==> src/rtl/spi_pkg.sv <==
// Shared definitions for the SPI byte transmitter.
//  - FSM state encodings (2-bit) and the matching enum type.
//  - SPI mode constants (mode 0: clock idles low, data sampled on rising edge).
//  - Default payload width and a width helper for counters.
package spi_pkg;

  localparam int DEFAULT_DATA_WIDTH = 8;

  // Mode 0: sck idles low, panel samples mosi on the rising edge.
  localparam int SPI_CPOL = 0;
  localparam int SPI_CPHA = 0;

  localparam logic [1:0] ST_IDLE   = 2'd0;
  localparam logic [1:0] ST_SETUP  = 2'd1;
  localparam logic [1:0] ST_SHIFT  = 2'd2;
  localparam logic [1:0] ST_LINGER = 2'd3;

  typedef enum logic [1:0] {
    IDLE   = ST_IDLE,
    SETUP  = ST_SETUP,
    SHIFT  = ST_SHIFT,
    LINGER = ST_LINGER
  } spi_state_e;

  // Counter width for values 0..v-1, never narrower than one bit.
  function automatic int clog2_min1(input int v);
    return (v <= 2) ? 1 : $clog2(v);
  endfunction

endpackage

==> src/rtl/spi_shift_reg.sv <==
// Parallel-load, MSB-first shift register for the SPI transmitter.
// Ports:
//  clk, rst   : system clock, synchronous active-high reset (clears to 0).
//  en         : clock-enable; nothing changes while low.
//  load       : on an enabled edge, capture load_data (takes priority over shift).
//  shift      : on an enabled edge, move every bit one place towards the MSB.
//  load_data  : parallel word to transmit.
//  bit_out    : current MSB, i.e. the bit presently driven onto the line.
module spi_shift_reg #(
  parameter int WIDTH = 8
) (
  input  logic             clk,
  input  logic             rst,
  input  logic             en,
  input  logic             load,
  input  logic             shift,
  input  logic [WIDTH-1:0] load_data,
  output logic             bit_out
);

  logic [WIDTH-1:0] data_q;
  logic [WIDTH-1:0] data_d;

  always_comb begin
    data_d = data_q;
    if (en) begin
      if (load) begin
        data_d = load_data;
      end else if (shift) begin
        data_d = {data_q[WIDTH-2:0], 1'b0};
      end
    end
  end

  always_ff @(posedge clk) begin
    if (rst) begin
      data_q <= '0;
    end else begin
      data_q <= data_d;
    end
  end

  assign bit_out = data_q[WIDTH-1];

endmodule

==> src/rtl/spi_byte_tx.sv <==
// SPI mode-0 transmitter for the LCD sequencer.
// Takes one {dc, payload} word per start/done handshake and sends the payload
// MSB-first on sck/mosi, framed by an active-low cs. cs is held low for
// CS_LINGER en-ticks after each word so back-to-back words form one burst.
//
// Handshake: start is sampled only on en ticks while busy=0 (IDLE or LINGER);
// that tick latches data_in and raises busy. done is high for exactly one
// en-period after the last bit; a start seen on that same tick chains the next
// word without releasing cs.
//
// Ports:
//  clk, rst   : system clock, synchronous active-high reset.
//  en         : clock-enable tick; all state advances only when high.
//  start      : request to send data_in.
//  data_in    : [DATA_WIDTH]=dc (0=cmd, 1=data), [DATA_WIDTH-1:0]=payload.
//  done       : one en-period pulse after the final bit.
//  busy       : high from load until done.
//  sck, mosi  : SPI clock (idle low) and serial data.
//  cs         : chip select, active low.
//  dc         : data/command line, stable for the whole word.
//  state_dbg  : current FSM state, for observation only.
module spi_byte_tx
  import spi_pkg::*;
#(
  parameter int DATA_WIDTH = DEFAULT_DATA_WIDTH,
  parameter int CS_LINGER  = 2
) (
  input  logic                  clk,
  input  logic                  rst,
  input  logic                  en,
  input  logic                  start,
  input  logic [DATA_WIDTH:0]   data_in,
  output logic                  done,
  output logic                  busy,
  output logic                  sck,
  output logic                  mosi,
  output logic                  cs,
  output logic                  dc,
  output logic [1:0]            state_dbg
);

  localparam int BCW = clog2_min1(DATA_WIDTH);
  localparam int LCW = clog2_min1(CS_LINGER + 1);

  localparam logic [BCW-1:0] BIT_LAST    = BCW'(DATA_WIDTH - 1);
  localparam logic [LCW-1:0] LINGER_INIT = LCW'(CS_LINGER);

  spi_state_e     state_q,      state_d;
  logic [BCW-1:0] bit_cnt_q,    bit_cnt_d;
  logic [LCW-1:0] linger_cnt_q, linger_cnt_d;
  logic           phase_q,      phase_d;
  logic           cs_q,         cs_d;
  logic           sck_q,        sck_d;
  logic           dc_q,         dc_d;
  logic           done_q,       done_d;
  logic           busy_q,       busy_d;

  logic           sr_load;
  logic           sr_shift;
  logic           sr_bit;

  always_comb begin
    state_d      = state_q;
    bit_cnt_d    = bit_cnt_q;
    linger_cnt_d = linger_cnt_q;
    phase_d      = phase_q;
    cs_d         = cs_q;
    sck_d        = sck_q;
    dc_d         = dc_q;
    done_d       = done_q;
    busy_d       = busy_q;
    sr_load      = 1'b0;
    sr_shift     = 1'b0;

    if (en) begin
      unique case (state_q)
        IDLE: begin
          if (start) begin
            sr_load = 1'b1;
            cs_d    = 1'b0;
            dc_d    = data_in[DATA_WIDTH];
            busy_d  = 1'b1;
            state_d = SETUP;
          end
        end

        // One tick of cs-to-sck setup; mosi already carries the MSB.
        SETUP: begin
          phase_d   = 1'b0;
          bit_cnt_d = BIT_LAST;
          state_d   = SHIFT;
        end

        // phase 0 raises sck (panel samples), phase 1 lowers it and moves
        // mosi to the next bit, so mosi only ever changes with sck low.
        SHIFT: begin
          if (!phase_q) begin
            sck_d   = 1'b1;
            phase_d = 1'b1;
          end else begin
            sck_d   = 1'b0;
            phase_d = 1'b0;
            if (bit_cnt_q != '0) begin
              sr_shift  = 1'b1;
              bit_cnt_d = bit_cnt_q - 1'b1;
            end else begin
              done_d       = 1'b1;
              busy_d       = 1'b0;
              linger_cnt_d = LINGER_INIT;
              state_d      = LINGER;
            end
          end
        end

        // cs stays low waiting for a chained word. A load here skips SETUP:
        // the load tick itself provides the mosi setup before the next rise.
        LINGER: begin
          done_d = 1'b0;
          if (start) begin
            sr_load   = 1'b1;
            dc_d      = data_in[DATA_WIDTH];
            busy_d    = 1'b1;
            phase_d   = 1'b0;
            bit_cnt_d = BIT_LAST;
            state_d   = SHIFT;
          end else if (linger_cnt_q == '0) begin
            cs_d    = 1'b1;
            state_d = IDLE;
          end else begin
            linger_cnt_d = linger_cnt_q - 1'b1;
          end
        end

        default: begin
          state_d = IDLE;
        end
      endcase
    end
  end

  always_ff @(posedge clk) begin
    if (rst) begin
      state_q      <= IDLE;
      bit_cnt_q    <= '0;
      linger_cnt_q <= '0;
      phase_q      <= 1'b0;
      cs_q         <= 1'b1;
      sck_q        <= 1'(SPI_CPOL);
      dc_q         <= 1'b0;
      done_q       <= 1'b0;
      busy_q       <= 1'b0;
    end else begin
      state_q      <= state_d;
      bit_cnt_q    <= bit_cnt_d;
      linger_cnt_q <= linger_cnt_d;
      phase_q      <= phase_d;
      cs_q         <= cs_d;
      sck_q        <= sck_d;
      dc_q         <= dc_d;
      done_q       <= done_d;
      busy_q       <= busy_d;
    end
  end

  spi_shift_reg #(
    .WIDTH (DATA_WIDTH)
  ) u_shift_reg (
    .clk       (clk),
    .rst       (rst),
    .en        (en),
    .load      (sr_load),
    .shift     (sr_shift),
    .load_data (data_in[DATA_WIDTH-1:0]),
    .bit_out   (sr_bit)
  );

  assign done      = done_q;
  assign busy      = busy_q;
  assign sck       = sck_q;
  assign mosi      = sr_bit;
  assign cs        = cs_q;
  assign dc        = dc_q;
  assign state_dbg = state_q;

endmodule

==> config.mk <==
export PLATFORM = sky130hd
export DESIGN_NAME = spi_byte_tx
export DESIGN_NICKNAME = d
export VERILOG_FILES = /design/src/rtl/spi_pkg.sv /design/src/rtl/spi_shift_reg.sv /design/src/rtl/spi_byte_tx.sv
export SDC_FILE = /design/constraint.sdc
export NUM_CORES = 1
export LEC_CHECK = 0
export BUFFER_PORTS_ARGS = -buffer_cell sky130_fd_sc_hd__buf_2
export CAP_MARGIN = 0
export CORE_UTILIZATION = 53
export CTS_CLUSTER_DIAMETER = 150
export DETAILED_ROUTE_END_ITERATION = 8
export HOLD_SLACK_MARGIN = 0.15
export PLACE_DENSITY = 0.77
export SLEW_MARGIN = 25
export SYNTH_ARGS = -nofsm -noshare
export SYNTH_HDL_FRONTEND = slang
export SYNTH_SLANG_ARGS = --single-unit
export TNS_END_PERCENT = 5
==> constraint.sdc <==
create_clock -name clk -period 2.2 [get_ports clk]
set_clock_uncertainty 0.05 [all_clocks]
set_input_delay 0 -clock clk [delete_from_list [all_inputs] [get_ports clk]]
set_output_delay 0 -clock clk [all_outputs]
set_load 0.01 [all_outputs]
# --- Yosys cells after proc, flatten, opt, wreduce, memory -nomap -nowiden ---
# Index checks and enable logic that the tools add are counted.
word_totals:
  reg_bits: 21
  latchBits: 0
  ramBits: 0
  rom_bits: 0
  inputBits: 13
  out_inout_bits: 8
  word_cells: 81
  n_memories: 0
classes:
  add_sub_neg: 2
  multipliers: 0
  div: 0
  n_lt_le_gt_ge: 0
  eq_ne: 13
  shifts: 0
  muxes: 37
  n_bitwise: 0
  n_reduce_logical: 19
op_table:
  columns: ["operator", "n"]
  rows:
  - ["5-bit AND reduction", 4]
  - ["2-bit 2-to-1 mux", 9]
  - ["1-bit 2-to-1 mux", 16]
  - ["8-bit 2-to-1 mux", 2]
  - ["2-bit inequality test, second input constant", 8]
  - ["3-bit 2-to-1 mux", 3]
  - ["3-bit one-hot mux with 3 select lines", 1]
  - ["2-bit one-hot mux with 4 select lines", 1]
  - ["2-bit nonzero test", 4]
  - ["1-bit one-hot mux with 2 select lines", 3]
  - ["3-bit AND reduction", 2]
  - ["6-bit AND reduction", 1]
  - ["3-bit nonzero test", 2]
  - ["2-bit == test, second input constant", 2]
  - ["2-bit logical NOT", 2]
  - ["2-bit one-hot mux with 2 select lines", 1]
  - ["2-bit AND reduction", 2]
  - ["4-bit AND reduction", 1]
  - ["3-bit inequality test, second input constant", 1]
  - ["1-bit one-hot mux with 3 select lines", 1]
  - ["3-bit by 1-bit subtractor with 3-bit output, second input constant", 1]
  - ["2-bit by 1-bit == test with 1-bit output, second input constant", 1]
  - ["2-bit by 1-bit inequality test with 1-bit output, second input constant", 1]
  - ["2-bit OR reduction", 1]
  - ["2-bit by 1-bit subtractor with 2-bit output, second input constant", 1]

# --- Longest topological paths before layout ---
depth:
  word_depth: 7
  depth_mapped: 8
  depth_no_buf: 6

# --- Modules after synthesis ---
# From an unflattened synthesis, not the netlist that was laid out.
hier_totals:
  cells_unflattened: 133
  area_unflattened_um2: 1285.0
by_module_without_submodules:
  columns: ["module", "instances", "cells_each", "area_per_inst_um2", "seq_area_each_um2"]
  rows:
  - ["spi_byte_tx", 1, 97, 867.1, 260.2]
  - ["spi_shift_reg", 1, 36, 417.9, 160.2]

# --- Least setup slack after synthesis ---
# No wires, ideal clock.
synth_path:
  path_type: "register -> register"
  from: "reg state_q[0], in the netlist state_dbg[0]"
  to: "reg bit_cnt_q[2]"
  setup_time_ns: 0.115
  arrival_time_ns: 1.717
  t_required_ns: 2.035
  path_slack_ns: 0.318
  stages_incl_launch_ff: 9
  n_path_buf: 2
  synth_period_minus_slack_ns: 1.882
  cell_sequence: "dfxtp_1 -> inv_1 -> ha_1 -> buf_4 -> nand2_1 -> or3_1 -> buf_2 -> o2111a_1 -> o21a_1"
synth_between:
  elab_chain_cells: 3
  elab_cells_between_ends: 9
  cone_classes: "6 x eq/ne; 1 x mux; 2 x reduce/logical"
synth_lines:
  columns: ["element", "line_no", "text"]
  rows:
  - ["start: declaration", "spi_byte_tx.sv:48", "spi_state_e state_q, state_d;"]
  - ["start signal: assignment", "spi_byte_tx.sv:153", "state_q <= state_d;"]
  - ["2-bit == test or 2-bit by 1-bit == test with 1-bit output (tied branches)", "spi_byte_tx.sv:76", "unique case (state_q)"]
  - ["2-bit inequality test (no source line) or 3-bit nonzero test (tied branches)", null, null]
  - ["5-bit AND reduction (no source line)", null, null]
  - ["end signal: assignment", "spi_byte_tx.sv:154", "bit_cnt_q <= bit_cnt_d;"]
  - ["end: declaration", "spi_byte_tx.sv:49", "logic [BCW-1:0] bit_cnt_q, bit_cnt_d;"]
# Several ways; a longest one is shown, not always the timed one.
# A chain may end at the register's enable or synchronous reset.

# --- Worst setup path in the final report ---
layout_path:
  from: "reg state_q[1], in the netlist state_dbg[1]"
  to: "reg linger_cnt_q[1]"
layout_between:
  elab_chain_cells: 3
  elab_cells_between_ends: 9
  cone_classes: "6 x eq/ne; 1 x mux; 2 x reduce/logical"
layout_lines:
  columns: ["element", "line_no", "text"]
  rows:
  - ["2-bit == test", "spi_byte_tx.sv:76", null]
  - ["2-bit inequality test (no source line) or 2-bit nonzero test (tied branches)", null, null]
  - ["6-bit AND reduction (no source line)", null, null]
  - ["end signal: assignment", "spi_byte_tx.sv:155", "linger_cnt_q <= linger_cnt_d;"]
  - ["end: declaration", "spi_byte_tx.sv:50", "logic [LCW-1:0] linger_cnt_q, linger_cnt_d;"]
# Several ways; a longest one is shown, not always the timed one.

==> impl.org <==
** Worst setup path
- Reg-to-reg setup timing slack :: approximately 0.24 ns
- Crit path capture type :: flip-flop
- The critical path goes through ha_1 -> or3b_4 -> a221oi_4 -> nor2_1 -> a311oi_1.
- Of all nets on the critical path, the largest fanout is 8.
- CP max stage cell :: or3b_4
- At the worst endpoint, the arrival time is ~2.1 ns.
- Critical path launch point type :: flip-flop
- The worst setup path is of the flip-flop to flip-flop kind.
- On the worst path, the slowest cell contributes a delay of between 0.4 and 0.5 ns.
- Required @ worst endpoint :: ~2.4 ns

** Clocking
- CTS H-Tree Depth :: 1
- The clock reaches the later pin of the worst-skew pair after approximately 0.3 ns.
- CTS tree :: yes
- The tree built by TritonCTS fans out to 21 sinks.
- CTS placed an instance of clkbuf_4 at the clock tree root.
- After clock tree synthesis, the clock-pin slew on the worst setup and hold paths is 0.12 ns.
- Clock buffers created by TritonCTS :: 3
- The clock passes through at most 2 buffers.

** Synthesis
- The most common cell in the synthesized netlist is dfxtp_1.
- Top cells by area in the synthesized netlist :: dfxtp_1, ha_1, a21oi_1
- Summing the sequential cell areas from Yosys gives approximately two fifths of the chip area.
- Flop and latch count out of synthesis :: 21
- By count the netlist is led by dfxtp_1, a21oi_1, inv_1.
- After synthesis, the share of flip-flops with an asynchronous set or reset is 0%.
- Post-synth top area share :: 39.1%
- Number of warnings printed during yosys synthesis :: 0
- The synthesized netlist contains 30 unique library cells.
- A synthesized cell averages slightly below 9 um2.
- Cell taking the most area after synthesis :: dfxtp_1
- The cell count after synthesis came out at roughly 120.
- Net count of the mapped netlist :: around 140
- The mapped netlist covers roughly 1100 um2.
- The most used flip-flop cell after synthesis is dfxtp_1.
- Yosys mapped a number of flops with a built-in enable equal to 0.

** Min path
- The worst hold path belongs to the class flip-flop to flip-flop.

** STA
- The worst path in the final design needs a cycle of around 2.0 ns, including I/O delays and setup.
- Hold Vio Cnt, Final :: 0
- Final critical-path share of the clock period :: around nine tenths
- Slew Limit Headroom :: around 63%
- Setup repair after global routing missed its margin :: false
- Setup violations remaining at the end of the flow were counted as 0.
- At the pin with the least slew margin, the transition time is about 0.55 ns.
- Based on the critical path, the design can be clocked at up to between 500 and 600 MHz.
- The number of max-slew violations in the final report was 0.
- Total negative slack :: 0 ns

** Finish
- Proportion of layout cells with a drive suffix above 1 :: roughly 18%
- Layout area overhead :: 26.4%
- Number of inserted filler cells in the final layout :: 164
- Post-layout util :: 74.7%
- The repair_antennas step left the layout with diodes totalling 0.
- Net total in the final layout :: 177

** Place
- Count of input and output buffers :: 20
- The congestion estimate from routability-driven global placement came to between 0.8 and 0.9.
- The HPWL after detailed placement is ~1600 um.

** GRT
- The layer flagged by global routing as most heavily used is met2.
- In the global route stage, overall resource usage came out at about a quarter.
- Maximum number of pins on one net before global-route repair :: 18
- The first global-routing pass estimated approximately 3600 um of wire.
- Initial antenna violation count :: 0
- Total gr overflow :: 0
- Global routing used about 5% of the available met3 tracks.
- GRT met1 Usage :: 28.4%
- Routing usage on met2 :: about two fifths
- Via count of the first global-routing pass :: a little under 900

** Floorplan
- The floorplan step defined a die boundary enclosing 2210 um2.
- Io pins :: 21
- Row generation in the floorplan step produced 15 rows.
- Standard cell core area :: 1820 um2
- Measured along the y axis, the die boundary spans 47.1 um.
- Initial core utilization :: between 50% and 60%
- The floorplan step set the die width to ~47 um.

** Pwr
- Power density of the placed cells :: 555 nW/um2
- Maximum vdd drop :: 388 uV
- Leakage dissipation :: around 0.0006 uW

** Detailed routing
- The first routing iteration left 14 violations.
- Vias :: approximately 1000
- Drt pass-1 iters :: 4
- Summed over all layers, the routed wires come to 2290 um.
- DR vias/cell :: about 5.6
- After detailed routing, the average wire length per cell comes to ~13 um.
- In this run the remaining antenna-violating nets after routing total 0.
- Number of remaining DRC errors :: 0

** Status
- Status :: finished, final reports clean

** Run
- Max-cap violations in this run came to 0.
cell usage in the layout, fill, tap and decap left out, types with 2 or more instances in the layout:
cell and n:
dfxtp_1 21, buf_2 20, a21oi_1 16, dlygate4sd3_1 13
inv_1 10, o21ai_0 9, mux2i_1 8, nor2_1 7
ha_1 7, nand2_1 6, nand2b_1 4, nand3_1 4
nor2b_1 3, a211oi_1 3, clkbuf_4 3, nand3b_1 2
o21a_1 2, nor3_1 2, a32o_1 2, buf_4 2
metal layers:
metal / vias to the layer above / wire length [um] / share of wire (%)
li1: 503 / - / -
met1: 468 / 1010 / 44
met2: 37 / 1140 / 50
met3: 7 / 107 / 4.7
met4: 0 / 37 / 1.6
met5: - / 0 / 0
critical path: cells and delay by family, from the launching register on:
| family | cells | cell delay, ns |
|---|---|---|
| compound gates | 2 | 0.55 |
| fa+ha+maj | 1 | 0.34 |
| flops | 1 | 0.43 |
| simple gates | 2 | 0.51 |
registers in the layout, summed over array words and instances (netlist names):
name	cells
bit_cnt_q	3
cs	1
state_dbg	2
linger_cnt_q	2
dc	1
done	1
busy	1
phase_q	1
sck	1
u_shift_reg.data_q	8
final cells by class:
cell class / count / area, um2 / share of cell area, %
sequential: 21 / 420 / 30.9
multi-input combinational: 86 / 598 / 44.0
inverter: 10 / 37.5 / 2.76
tap: 25 / 31.3 / 2.30
timing repair buffer: 35 / 245 / 18.0
clock inverter: 1 / 5.00 / 0.368
clock buffer: 3 / 22.5 / 1.66
through the flow:
step | power [uW] | worst slack (ns) | std cells | area (um2) | hold slack [ns]
final | 754 | 0.236 | 181 | 1360 | 0.422
after global routing | 794 | 0.0784 | 181 | 1360 | 0.423
after floorplan | 516 | 0.318 | 121 | 1080 | 0.0860
after detailed placement | 560 | 0.299 | 164 | 1200 | 0.209
after CTS | 760 | 0.257 | 181 | 1360 | 0.419
after global placement | 553 | 0.397 | 164 | 1200 | 0.192
report_power, final:
part | leakage [uW] | total, uW | switching [uW] | internal, uW
clock | 0.0000177 | 184 | 116 | 67.8
combinational | 0.000400 | 150 | 77.1 | 73.1
sequential | 0.000172 | 420 | 15.4 | 405
total | 0.000590 | 754 | 208 | 546
cell families (layout without fill, tap and decap cells):
group,after synthesis,count (layout),share of synthesized area (%)
AO/OA/AOI/OAI,38,38,23.5
adder cells (fa/ha/maj),7,7,8.14
buffers and inverters,14,49,5.35
flip-flops,21,21,39.1
multiplexers,8,8,7.44
AND/OR/NAND/NOR,33,33,16.5
repair_timing:
item	CTS	global route
gates resized for setup	0	0
setup buffers	0	0
endpoints found under the hold margin	19	0
hold buffers	13	0
worst paths after layout:
kind / startpoint / end / cells past startpoint
min: dc$_SDFFE_PP0P_ / dc$_SDFFE_PP0P_ / 2
max reg2reg: state_dbg[1]$_SDFFE_PP0P_ / linger_cnt_q[1]$_SDFFE_PP0P_ / 5
min reg2reg: dc$_SDFFE_PP0P_ / dc$_SDFFE_PP0P_ / 2
max: state_dbg[1]$_SDFFE_PP0P_ / linger_cnt_q[1]$_SDFFE_PP0P_ / 5
Power figures use the tool's default switching activity.
